File: config.mk
export PLATFORM = sky130hd
export DESIGN_NAME = ssled_mux
export DESIGN_NICKNAME = d
export VERILOG_FILES = /design/src/rtl/ssled_pkg.sv /design/src/rtl/ssled_bcd_seq.sv /design/src/rtl/ssled_mux.sv
export SDC_FILE = /design/constraint.sdc
export NUM_CORES = 1
export LEC_CHECK = 0
export ABC_CLOCK_PERIOD_IN_PS = 3500
export CORE_MARGIN = 1
export CORE_UTILIZATION = 40
export CTS_CLUSTER_SIZE = 28
export DETAILED_ROUTE_END_ITERATION = 6
export PLACE_DENSITY = 0.54
export SYNTH_ARGS = -nofsm -noshare
export SYNTH_HDL_FRONTEND = slang
export SYNTH_SLANG_ARGS = --single-unit
File: constraint.sdc
create_clock -name clk -period 3.5 [get_ports clk]
set_clock_uncertainty 0.1 [all_clocks]
set_input_delay 1.05 -clock clk [delete_from_list [all_inputs] [get_ports clk]]
set_output_delay 1.05 -clock clk [all_outputs]
set_load 0.005 [all_outputs]
File: src/rtl/ssled_pkg.sv
// rtl/ssled_pkg.sv - shared glyphs and width helpers for the seven-segment mux
package ssled_pkg;

  localparam logic [6:0] SEG_OFF  = 7'h7F;
  localparam logic [6:0] SEG_DASH = 7'b0111111;

  // Counter width for a modulus n; at least one bit so degenerate moduli stay legal
  function automatic int cnt_w(input int n);
    return (n <= 1) ? 1 : $clog2(n);
  endfunction

  // Width of the packed BCD display word
  function automatic int bcd_w(input int digits);
    return 4 * digits;
  endfunction

  // Active-low {g..a} glyph for one BCD nibble; non-decimal nibbles stay dark
  function automatic logic [6:0] digit_glyph(input logic [3:0] d);
    case (d)
      4'd0:    return 7'b1000000;
      4'd1:    return 7'b1111001;
      4'd2:    return 7'b0100100;
      4'd3:    return 7'b0110000;
      4'd4:    return 7'b0011001;
      4'd5:    return 7'b0010010;
      4'd6:    return 7'b0000010;
      4'd7:    return 7'b1111000;
      4'd8:    return 7'b0000000;
      4'd9:    return 7'b0010000;
      default: return SEG_OFF;
    endcase
  endfunction

endpackage

File: src/rtl/ssled_bcd_seq.sv
// rtl/ssled_bcd_seq.sv - iterative double-dabble converter, one input bit per cycle
module ssled_bcd_seq
  import ssled_pkg::*;
#(
  parameter int NUM_DIGITS = 4,
  parameter int BIN_W      = 16
) (
  input  logic                        clk,
  input  logic                        rst_n,
  input  logic [BIN_W-1:0]            in_bin,
  input  logic                        load,
  output logic                        busy,
  output logic                        done,
  output logic [bcd_w(NUM_DIGITS)-1:0] bcd_out,
  output logic                        carry_out
);

  localparam int BCD_W = bcd_w(NUM_DIGITS);
  localparam int CW    = cnt_w(BIN_W);
  localparam logic [CW-1:0] LAST = CW'(BIN_W - 1);

  logic [BIN_W-1:0] bin_q;
  logic [BCD_W-1:0] work_q;
  logic [BCD_W-1:0] adj;
  logic             cy_q;
  logic [CW-1:0]    cnt;

  // Add-3 correction on every nibble before the shift; nibbles never exceed 12 so no cross-nibble carry
  always_comb begin
    adj = work_q;
    for (int i = 0; i < NUM_DIGITS; i++) begin
      if (work_q[i*4 +: 4] > 4'd4) adj[i*4 +: 4] = work_q[i*4 +: 4] + 4'd3;
    end
  end

  // Result of the current step; the top latches it on the final busy cycle so display and ovf move together
  assign bcd_out   = {adj[BCD_W-2:0], bin_q[BIN_W-1]};
  assign carry_out = cy_q | adj[BCD_W-1];
  assign done      = busy && (cnt == LAST);

  // Capture on an idle load, then shift one binary bit per cycle for BIN_W cycles
  always_ff @(posedge clk or negedge rst_n) begin
    if (!rst_n) begin
      bin_q  <= '0;
      work_q <= '0;
      cy_q   <= 1'b0;
      cnt    <= '0;
      busy   <= 1'b0;
    end else if (!busy) begin
      if (load) begin
        bin_q  <= in_bin;
        work_q <= '0;
        cy_q   <= 1'b0;
        cnt    <= '0;
        busy   <= 1'b1;
      end
    end else begin
      work_q <= bcd_out;
      cy_q   <= carry_out;
      bin_q  <= {bin_q[BIN_W-2:0], 1'b0};
      cnt    <= cnt + 1'b1;
      if (cnt == LAST) busy <= 1'b0;
    end
  end

endmodule

File: src/rtl/ssled_mux.sv
// rtl/ssled_mux.sv - multiplexed seven-segment score display with blanking, overflow and blink
module ssled_mux
  import ssled_pkg::*;
#(
  parameter int NUM_DIGITS   = 4,
  parameter int BIN_W        = 16,
  parameter int REFRESH_DIV  = 100000,
  parameter int BLINK_FRAMES = 64
) (
  input  logic                  clk,
  input  logic                  rst_n,
  input  logic [BIN_W-1:0]      in_score,
  input  logic                  load,
  output logic                  busy,
  input  logic                  blank_lz,
  input  logic                  blink_en,
  output logic [6:0]            seg,
  output logic [NUM_DIGITS-1:0] an,
  output logic                  ovf
);

  localparam int BCD_W = bcd_w(NUM_DIGITS);
  localparam int RW    = cnt_w(REFRESH_DIV);
  localparam int IW    = cnt_w(NUM_DIGITS);
  localparam int BW    = cnt_w(BLINK_FRAMES);
  localparam logic [RW-1:0] RLAST = RW'(REFRESH_DIV - 1);
  localparam logic [IW-1:0] ILAST = IW'(NUM_DIGITS - 1);
  localparam logic [BW-1:0] BLAST = BW'(BLINK_FRAMES - 1);

  logic             conv_done;
  logic             conv_cy;
  logic [BCD_W-1:0] conv_bcd;
  logic [BCD_W-1:0] disp_q;
  logic [RW-1:0]    rcnt;
  logic [IW-1:0]    idx;
  logic [BW-1:0]    bcnt;
  logic             phase_q;
  logic             frame_wrap;
  logic             show;
  logic [3:0]       cur_nib;

  ssled_bcd_seq #(
    .NUM_DIGITS(NUM_DIGITS),
    .BIN_W     (BIN_W)
  ) u_bcd (
    .clk      (clk),
    .rst_n    (rst_n),
    .in_bin   (in_score),
    .load     (load),
    .busy     (busy),
    .done     (conv_done),
    .bcd_out  (conv_bcd),
    .carry_out(conv_cy)
  );

  // Display word and overflow change only when a conversion finishes, so the old value stays up meanwhile
  always_ff @(posedge clk or negedge rst_n) begin
    if (!rst_n) begin
      disp_q <= '0;
      ovf    <= 1'b0;
    end else if (conv_done) begin
      disp_q <= conv_bcd;
      ovf    <= conv_cy;
    end
  end

  // Refresh divider and digit index; the index advances on the divider's terminal count
  always_ff @(posedge clk or negedge rst_n) begin
    if (!rst_n) begin
      rcnt <= '0;
      idx  <= '0;
    end else if (rcnt == RLAST) begin
      rcnt <= '0;
      idx  <= (idx == ILAST) ? '0 : idx + 1'b1;
    end else begin
      rcnt <= rcnt + 1'b1;
    end
  end

  assign frame_wrap = (rcnt == RLAST) && (idx == ILAST);

  // Blink phase toggles every BLINK_FRAMES completed frames; disabling blink resets to the on phase
  always_ff @(posedge clk or negedge rst_n) begin
    if (!rst_n) begin
      bcnt    <= '0;
      phase_q <= 1'b1;
    end else if (!blink_en) begin
      bcnt    <= '0;
      phase_q <= 1'b1;
    end else if (frame_wrap) begin
      if (bcnt == BLAST) begin
        bcnt    <= '0;
        phase_q <= ~phase_q;
      end else begin
        bcnt <= bcnt + 1'b1;
      end
    end
  end

  // Slot visibility: dead-time cycle, blink off phase, and leading-zero blanking (suppressed on overflow)
  always_comb begin
    cur_nib = disp_q[{idx, 2'b00} +: 4];
    show    = (rcnt != '0) && (phase_q || !blink_en);
    if (blank_lz && !ovf && (idx != '0) && ((disp_q >> {idx, 2'b00}) == '0)) show = 1'b0;
  end

  // Registered pin drive; dark slots also drive segments off
  always_ff @(posedge clk or negedge rst_n) begin
    if (!rst_n) begin
      seg <= SEG_OFF;
      an  <= '1;
    end else if (show) begin
      an  <= ~(NUM_DIGITS'(1) << idx);
      seg <= ovf ? SEG_DASH : digit_glyph(cur_nib);
    end else begin
      an  <= '1;
      seg <= SEG_OFF;
    end
  end

endmodule
==> results of run 1 <==
-- area by class of cell --
| type | count | area share [%] |
|---|---|---|
| flip-flops and latches | 92 | 43.2 |
| inverters | 25 | 1.75 |
| clock buffers | 12 | 4.79 |
| multi-input cells | 318 | 38.9 |
| well taps | 140 | 3.27 |
| clock inverters | 4 | 0.887 |
| repair buffers | 39 | 7.19 |
-- state kept, by name, summed over array words and instances (netlist names) --
| register | flops |
|---|---|
| u_bcd.bin_q | 16 |
| disp_q | 16 |
| bcnt | 6 |
| u_bcd.work_q | 16 |
| idx | 2 |
| an | 4 |
| ovf | 1 |
| phase_q | 1 |
| rcnt | 17 |
| u_bcd.busy | 1 |
| u_bcd.cy_q | 1 |
| seg | 7 |
| u_bcd.cnt | 4 |
-- layout by cell type, fill, tap and decap left out, types with 12 or more instances in the layout --
cell | Yosys | final
ha_1 | 17 | 17
xnor2_1 | 12 | 12
nand2_1 | 59 | 59
dfrtp_1 | 80 | 80
nor2_1 | 16 | 16
o21ai_0 | 48 | 48
mux2i_1 | 22 | 22
nor3_1 | 13 | 13
inv_1 | 24 | 24
a21oi_1 | 17 | 17
dfstp_2 | 12 | 12
o22ai_1 | 13 | 13
clkdlybuf4s50_1 | 0 | 32
nand3_1 | 17 | 17
-- layer usage --
metal,vias up,track usage [%],part of all wire (%)
met5,-,0,0
met4,0,7.14,1.6
met3,10,2.57,2.2
met2,33,26.1,46
met1,1595,22.9,50
li1,1681,-,-
-- cell families (layout without fill, tap and decap cells) --
group | Yosys count | in the layout
compound gates | 99 | 99
xor+xnor | 19 | 19
fa+ha+maj | 17 | 17
buf+inv | 48 | 80
flops | 92 | 92
mux | 31 | 31
simple gates | 152 | 152
-- final timing paths --
| kind | start | to | slack [ns] | cells after the start |
|---|---|---|---|---|
| min in group asynchronous | rst_n | rcnt[16]$_DFF_PN0_ | 0.56 | 1 |
| max reg2reg | idx[0]$_DFFE_PN0N_ | seg[6]$_DFF_PN1_ | 0.71 | 7 |
| max | idx[0]$_DFFE_PN0N_ | seg[6]$_DFF_PN1_ | 0.71 | 7 |
| min | u_bcd.bin_q[7]$_DFFE_PN0P_ | u_bcd.bin_q[8]$_DFFE_PN0P_ | 0.38 | 2 |
| max in group asynchronous | rst_n | seg[6]$_DFF_PN1_ | 2.04 | 2 |
| min reg2reg | u_bcd.bin_q[7]$_DFFE_PN0P_ | u_bcd.bin_q[8]$_DFFE_PN0P_ | 0.38 | 2 |
-- synthesized netlist by cell type (2+ instances only) --
library cell,number,area [µm²]
a21oi_1,17,85.1
and2_1,2,12.5
and3_1,4,25.0
and4_1,2,17.5
clkbuf_1,20,75.1
dfrtp_1,80,2000
dfstp_2,12,315
ha_1,17,213
inv_1,24,90.1
mux2_2,5,56.3
mux2i_1,22,220
mux4_2,4,90.1
nand2_1,59,221
nand2b_1,2,12.5
nand3_1,17,85.1
nand4_1,11,68.8
nor2_1,16,60.1
nor3_1,13,65.1
nor3b_1,6,45.0
nor4_1,3,18.8
nor4b_1,2,17.5
o2111ai_1,3,26.3
o21a_1,3,22.5
o21ai_0,48,240
o22ai_1,13,81.3
o31ai_1,6,45.0
or3_1,4,25.0
or4_1,3,22.5
xnor2_1,12,105
xor2_1,7,61.3
-- worst register-to-register path: stages (launching register included) --
cell	delay, ns
dfrtp_1	0.60
mux4_2	0.62
inv_1	0.13
ha_1	0.17
nor4b_1	0.23
nand3b_1	0.14
a2111o_1	0.52
o311ai_0	0.17
-- through the flow --
| step | hold WS, ns | area (µm²) |
|---|---|---|
| 3_5_place_dp | 0.374 | 5050 |
| 4_1_cts | 0.391 | 5360 |
| 5_1_grt | 0.416 | 5360 |
| 3_3_place_gp | 0.368 | 5050 |
| 2_1_floorplan | 0.345 | 4590 |
| 6_report | 0.384 | 5360 |
-- power breakdown --
group	total (mW)	internal (mW)	switching (mW)
clock network	0.984	0.590	0.394
logic	1.22	0.587	0.632
registers	1.63	1.40	0.223
==> results.sh, run 1 <==
export IMPL_placementRows=38
export IMPL_initialDrtViolationCount=115
export IMPL_synth_compound_area_share_pct=12.6
export IMPL_overflow=0
export IMPL_power_mw=3.83
export IMPL_finalSetupTns_ns=0
export IMPL_setup_viol=0
export IMPL_cpLargestDelayFamily="compound AO/OA/AOI/OAI gates"
export IMPL_core_mm2=0.0110
export IMPL_die_area_mm2=0.0119
export IMPL_grt_pass1_vias=3315
export IMPL_synthCells=458
export IMPL_cts_hold_buf=0
export IMPL_final_util_pct=48.6
export IMPL_cts_resized=0
export IMPL_synth_fa_ha_area_share_pct=4.63
export IMPL_seq_area_mm2=0.00232
export IMPL_dpl_worst_slack_ns=0.668
export IMPL_viasPerCell=5.27
export IMPL_stdcell_count=630
export IMPL_antenna_found_initial=0
export IMPL_cts_tree="built"
export IMPL_crit_arrival_ns=2.91
export IMPL_synth_edff_count=0
export IMPL_routed_wl_mm=8.81
export IMPL_cp_cell_sequence="mux4_2 > inv_1 > ha_1 > nor4b_1 > nand3b_1 > a2111o_1 > o311ai_0"
export IMPL_ir_worst_vdd_v=0.000309
export IMPL_hold_path_class="reg -> reg"
export IMPL_end_kind="flop"
export IMPL_grt_max_degree=61
export IMPL_power_density_mw_per_mm2=715
export IMPL_yosysUniqueCellTypes=51
export IMPL_critPathMaxFanout=11
export IMPL_pin_count=34
export IMPL_yosys_area_share_simple_pct=16.6
export IMPL_fmax_mhz=358
export IMPL_synth_mux_area_share_pct=7.99
export IMPL_min_period_ns=2.79
export IMPL_postSynthAreaPerCell_um2=10.0
export IMPL_cp_num_buf_inv=1
export IMPL_firstDrtPassIters=4
export IMPL_clk_pin_slew_ns=0.06
export IMPL_cts_buffer_depth=2
export IMPL_max_slew_margin_pct=45.2
export IMPL_start_kind="flop"
export IMPL_place_gp_congestion=0.753
export IMPL_portBuffers=33
export IMPL_syn_cell_area_mm2=0.00459
export IMPL_grt_usage_pct=16.7
export IMPL_dp_cells=614
export IMPL_cts_sinks=92
export IMPL_initial_utilization_pct=41.6
export IMPL_maxCapViolations=0
export IMPL_final_hold_viol_count=0
export IMPL_drive_gt1_share_pct=9.39
export IMPL_synth_ff_type="dfrtp_1"
export IMPL_worstPathRequired_ns=3.62
export IMPL_crit_type="reg -> reg"
export IMPL_dr_total_vias=3319
export IMPL_fp_dieH_um=109
export IMPL_ant_nets=0
export IMPL_cts_buffers=9
export IMPL_async_reset_ff_share_pct=100
export IMPL_multi_input_area_mm2=0.00208
export IMPL_cts_setup_buffers=0
export IMPL_syn_nets=496
export IMPL_drc_errors=0
export IMPL_hpwl_mm=6.20
export IMPL_rsz0062_at_grt="no"
export IMPL_yosys_warnings=0
export IMPL_wl_per_cell_um=14.0
export IMPL_ys_seq_elements=92
export IMPL_die_w_um=109
export IMPL_fillers=1054
export IMPL_status="finished clean"
export IMPL_slowest_delay_ns=0.62
export IMPL_cp_slowest_cell="mux4_2"
export IMPL_setup_ws_ns=0.708
export IMPL_synth_xor_area_share_pct=3.63
export IMPL_ctsRootBufferMaster="clkbuf_16"
export IMPL_final_nets=523
export IMPL_power_leakage_nw=2.30
export IMPL_cts_htree_levels=3
export IMPL_drv_slew=0
export IMPL_seq_area_frac_synth_pct=50.5
export IMPL_insertion_delay_ns=0.34
export IMPL_diodes=0
export IMPL_fin_crit_sh_pct=79.8
export IMPL_worst_slew_pin_slew_ns=0.818
export IMPL_grt_first_pass_wirelength_mm=15.5
export IMPL_synth_top_family_by_area="simple AND/OR/NAND/NOR gates"
export IMPL_area_delta_synth_final_pct=16.8
No activity file was read; power rests on OpenSTA's default activity.
==> run 2, diff against run 1 <==
--- a/config.mk
+++ b/config.mk
@@ -5,7 +5,7 @@
 export SDC_FILE = /design/constraint.sdc
 export NUM_CORES = 1
 export LEC_CHECK = 0
-export ABC_CLOCK_PERIOD_IN_PS = 3500
+export ABC_CLOCK_PERIOD_IN_PS = 2850
 export CORE_MARGIN = 1
 export CORE_UTILIZATION = 40
 export CTS_CLUSTER_SIZE = 28
==> constraint.sdc (replaced) <==
create_clock -name clk -period 2.85 [get_ports clk]
set_clock_uncertainty 0.1 [all_clocks]
set_input_delay 0.855 -clock clk [delete_from_list [all_inputs] [get_ports clk]]
set_output_delay 0.855 -clock clk [all_outputs]
set_load 0.005 [all_outputs]
==> run 2 against run 1 <==
- sequential share of layout area decreased by 0.29 points
- global-route usage increased by 0.53 points
- cell count rose by 0.48%
- first-iteration DRC count grew 22%
- register-to-register slack worse by 0.38 ns
- worst setup slack worse by 0.38 ns
- total power up 25%
- clock-buffer cell count fell by 1
- critical path depth did not move
- non-clock buffer count is 3 higher
- final area rose by 0.68%
- critical path type unchanged
- critical endpoint unchanged
==> results.sh, run 2 (synthesized netlist as in run 1, its figures left out) <==
export IMPL_max_slew_margin_pct=57.4
export IMPL_grt_first_pass_wirelength_mm=16.0
export IMPL_overflow=0
export IMPL_cts_resized=0
export IMPL_insertion_delay_ns=0.34
export IMPL_hold_path_class="in -> async"
export IMPL_power_density_mw_per_mm2=886
export IMPL_worstPathRequired_ns=2.98
export IMPL_die_area_mm2=0.0119
export IMPL_final_nets=526
export IMPL_drc_errors=0
export IMPL_grt_max_degree=65
export IMPL_cts_buffers=9
export IMPL_min_period_ns=2.53
export IMPL_setup_viol=0
export IMPL_die_w_um=109
export IMPL_status="finished clean"
export IMPL_viasPerCell=5.28
export IMPL_wl_per_cell_um=14.3
export IMPL_worst_slew_pin_slew_ns=0.634
export IMPL_drive_gt1_share_pct=9.94
export IMPL_layout_commonest_cell="dfrtp_1"
export IMPL_cts_htree_levels=3
export IMPL_cp_cell_sequence="mux4_2 > inv_1 > ha_1 > nor4b_1 > nand3b_1 > a2111o_1 > o311ai_0"
export IMPL_cts_sinks=92
export IMPL_grt_pass1_vias=3367
export IMPL_ant_nets=0
export IMPL_placementRows=38
export IMPL_ctsRootBufferMaster="clkbuf_16"
export IMPL_pin_count=34
export IMPL_slowest_delay_ns=0.59
export IMPL_grt_usage_pct=17.2
export IMPL_ir_worst_vdd_v=0.000439
export IMPL_place_gp_congestion=0.816
export IMPL_crit_arrival_ns=2.65
export IMPL_final_hold_viol_count=0
export IMPL_rsz0062_at_grt="no"
export IMPL_clk_pin_slew_ns=0.07
export IMPL_antenna_found_initial=0
export IMPL_critPathMaxFanout=11
export IMPL_diodes=0
export IMPL_power_leakage_nw=2.33
export IMPL_initial_utilization_pct=41.6
export IMPL_core_mm2=0.0110
export IMPL_area_delta_synth_final_pct=17.6
export IMPL_hpwl_mm=6.19
export IMPL_largest_register_ffs=17
export IMPL_cp_num_buf_inv=1
export IMPL_end_kind="flop"
export IMPL_cts_buffer_depth=2
export IMPL_cts_tree="built"
export IMPL_largest_register="rcnt"
export IMPL_initialDrtViolationCount=140
export IMPL_setup_ws_ns=0.324
export IMPL_crit_type="reg -> reg"
export IMPL_routed_wl_mm=9.04
export IMPL_drv_slew=0
export IMPL_fp_dieH_um=109
export IMPL_cts_hold_buf=0
export IMPL_finalSetupTns_ns=0
export IMPL_fmax_mhz=396
export IMPL_dr_total_vias=3342
export IMPL_portBuffers=33
export IMPL_final_cell_mix="dfrtp_1 (80), nand2_1 (59), o21ai_0 (48)"
export IMPL_cts_setup_buffers=0
export IMPL_firstDrtPassIters=4
export IMPL_cp_slowest_cell="mux4_2"
export IMPL_maxCapViolations=0
export IMPL_fillers=1026
export IMPL_cpLargestDelayFamily="compound AO/OA/AOI/OAI gates"
export IMPL_dpl_worst_slack_ns=0.317
export IMPL_start_kind="flop"
export IMPL_fin_crit_sh_pct=88.6
==> run 2: cell type report <==
| cell class | instances | area, µm² | area share [%] |
|---|---|---|---|
| clock buffers | 11 | 243 | 4.50 |
| clock inverters | 5 | 75.1 | 1.39 |
| inverters | 25 | 93.8 | 1.74 |
| multi-input cells | 318 | 2080 | 38.6 |
| flip-flops and latches | 92 | 2320 | 42.9 |
| well taps | 140 | 175 | 3.25 |
| repair buffers | 42 | 408 | 7.56 |
==> run 2: metrics by stage <==
stage               hold slack (ns)  instance area (µm²)  utilization [%]  power [mW]  std cells
detailed placement            0.375                 5080             46.0        3.55        617
floorplan                     0.345                 4590                -        3.04        458
finish                        0.337                 5400             48.9        4.78        633
global route                  0.362                 5400             48.9        5.16        633
global placement              0.361                 5080             46.0        3.50        617
CTS                           0.339                 5400             48.9        4.84        633
==> run 2: final timing paths <==
| kind | slack, ns | endpoint | from | cells after the start |
|---|---|---|---|---|
| min | 0.34 | rcnt[7]$_DFF_PN0_ | rst_n | 1 |
| max reg2reg | 0.32 | seg[6]$_DFF_PN1_ | idx[0]$_DFFE_PN0N_ | 7 |
| max in group asynchronous | 1.63 | an[0]$_DFF_PN1_ | rst_n | 2 |
| max | 0.32 | seg[6]$_DFF_PN1_ | idx[0]$_DFFE_PN0N_ | 7 |
| min reg2reg | 0.38 | u_bcd.bin_q[13]$_DFFE_PN0P_ | u_bcd.bin_q[12]$_DFFE_PN0P_ | 2 |
| min in group clk | 0.38 | u_bcd.bin_q[13]$_DFFE_PN0P_ | u_bcd.bin_q[12]$_DFFE_PN0P_ | 2 |
==> run 2: per-layer routing <==
layer / vias to the layer above / track usage [%] / wire length (µm)
li1: 1696 / - / -
met1: 1597 / 23.2 / 4480
met2: 36 / 27.1 / 4210
met3: 13 / 2.93 / 190
met4: 0 / 7.82 / 148
met5: - / 0 / 0
==> run 2: power by group <==
group,internal [mW],switching (mW)
combinational,0.728,0.777
clock,0.788,0.481
sequential,1.72,0.284
total,3.24,1.54
==> run 3, diff against run 2 <==
==> constraint.sdc (replaced) <==
create_clock -name clk -period 2.85 [get_ports clk]
set_clock_uncertainty 0.1 [all_clocks]
set_input_delay 0.4275 -clock clk [delete_from_list [all_inputs] [get_ports clk]]
set_output_delay 0.4275 -clock clk [all_outputs]
set_load 0.005 [all_outputs]
==> run 3 against run 2 <==
- largest power group unchanged
- total power down 2.6%
- flip-flop and latch count unchanged
- clock power is 10% lower
- clock-buffer cell count increased by 4
- global-route usage increased by 0.20 points
- die area is the same
- routed wire length increased by 2.2%
==> results.sh, run 3 (synthesized netlist as in run 1, its figures left out) <==
export IMPL_min_period_ns=2.57
export IMPL_drive_gt1_share_pct=9.88
export IMPL_grt_first_pass_wirelength_mm=16.0
export IMPL_grt_max_degree=41
export IMPL_cts_tree="built"
export IMPL_core_mm2=0.0110
export IMPL_viasPerCell=5.31
export IMPL_rsz0062_at_grt="no"
export IMPL_max_slew_margin_pct=40.5
export IMPL_fillers=1041
export IMPL_drv_slew=0
export IMPL_cts_setup_buffers=0
export IMPL_crit_arrival_ns=2.68
export IMPL_maxCapViolations=0
export IMPL_cts_buffer_depth=2
export IMPL_place_gp_congestion=0.804
export IMPL_area_delta_synth_final_pct=17.3
export IMPL_antenna_found_initial=0
export IMPL_wl_per_cell_um=14.5
export IMPL_ir_worst_vdd_v=0.000437
export IMPL_seq_area_mm2=0.00232
export IMPL_end_kind="flop"
export IMPL_initial_utilization_pct=41.6
export IMPL_largest_register="rcnt"
export IMPL_crit_type="reg -> reg"
export IMPL_pin_count=34
export IMPL_start_kind="flop"
export IMPL_grt_usage_pct=17.4
export IMPL_final_util_pct=48.8
export IMPL_fmax_mhz=390
export IMPL_dpl_worst_slack_ns=0.276
export IMPL_final_hold_viol_count=0
export IMPL_placementRows=38
export IMPL_hpwl_mm=6.42
export IMPL_power_leakage_nw=2.32
export IMPL_firstDrtPassIters=4
export IMPL_finalSetupTns_ns=0
export IMPL_power_mw=4.66
export IMPL_routed_wl_mm=9.24
export IMPL_diodes=0
export IMPL_grt_pass1_vias=3254
export IMPL_cts_htree_levels=3
export IMPL_final_nets=529
export IMPL_setup_viol=0
export IMPL_drc_errors=0
export IMPL_largest_register_ffs=17
export IMPL_multi_input_area_mm2=0.00208
export IMPL_ant_nets=0
export IMPL_ctsRootBufferMaster="clkbuf_16"
export IMPL_die_w_um=109
export IMPL_portBuffers=33
export IMPL_clk_pin_slew_ns=0.06
export IMPL_worstPathRequired_ns=2.97
export IMPL_worst_slew_pin_slew_ns=0.887
export IMPL_dr_total_vias=3379
export IMPL_die_area_mm2=0.0119
export IMPL_cts_buffers=9
export IMPL_initialDrtViolationCount=152
export IMPL_layout_commonest_cell="dfrtp_1"
export IMPL_hold_slack_ns=0.390
export IMPL_insertion_delay_ns=0.34
export IMPL_final_cell_mix="dfrtp_1 (80), nand2_1 (59), o21ai_0 (48)"
export IMPL_fp_dieH_um=109
export IMPL_overflow=0
export IMPL_power_density_mw_per_mm2=865
export IMPL_status="finished clean"
export IMPL_cts_sinks=92
export IMPL_cts_resized=0
export IMPL_setup_ws_ns=0.284
export IMPL_fin_crit_sh_pct=90.0
export IMPL_hold_path_class="reg -> reg"
export IMPL_critPathMaxFanout=11
## run 3: power breakdown
part / internal (mW) / switching, mW / total [mW]
combinational: 0.723 / 0.775 / 1.50
clock: 0.663 / 0.482 / 1.14
sequential: 1.72 / 0.289 / 2.01
## run 3: path summary, 6_finish.rpt
path                                              from                     endpoint  slack, ns  cells after the start
max in group asynchronous                        rst_n             seg[0]$_DFF_PN1_       1.50                      3
min                        u_bcd.bin_q[10]$_DFFE_PN0P_  u_bcd.bin_q[11]$_DFFE_PN0P_       0.39                      2
max                                 idx[0]$_DFFE_PN0N_             seg[6]$_DFF_PN1_       0.28                      7
min reg2reg                u_bcd.bin_q[10]$_DFFE_PN0P_  u_bcd.bin_q[11]$_DFFE_PN0P_       0.39                      2
max reg2reg                         idx[0]$_DFFE_PN0N_             seg[6]$_DFF_PN1_       0.28                      7
min in group asynchronous                        rst_n           rcnt[13]$_DFF_PN0_       0.48                      2
## run 3: final cells by class
type                            instances  area share, %
Clock inverter                          1         0.0929
Sequential cell                        92           43.0
Multi-Input combinational cell        318           38.7
Tap cell                              140           3.25
Timing Repair Buffer                   45           8.04
Inverter                               25           1.74
Clock buffer                           15           5.16
## run 3: worst max-delay path, cell delays in order (launching register included)
cell and delay [ns]:
dfrtp_1 0.41, mux4_2 0.58, inv_1 0.14, ha_1 0.18, nor4b_1 0.24, nand3b_1 0.11
a2111o_1 0.51, o311ai_0 0.18
## run 3: metal layers
layer | wire length [µm] | vias to the layer above | track usage [%]
met5 | 0 | - | 0
met4 | 146 | 0 | 8.01
met3 | 212 | 9 | 2.99
met2 | 4140 | 46 | 26.4
met1 | 4740 | 1625 | 24.2
li1 | - | 1699 | -
## run 3: timing repair
item | in CTS | in global routing
endpoints found under the setup margin | 0 | 0
hold buffers | 1 | 0
hold endpoints to repair | 33 | 0
## run 3: metrics by stage
step | area, µm² | std cells
2_1_floorplan | 4590 | 458
3_3_place_gp | 5090 | 619
3_5_place_dp | 5090 | 619
4_1_cts | 5390 | 636
5_1_grt | 5390 | 636
6_report | 5390 | 636
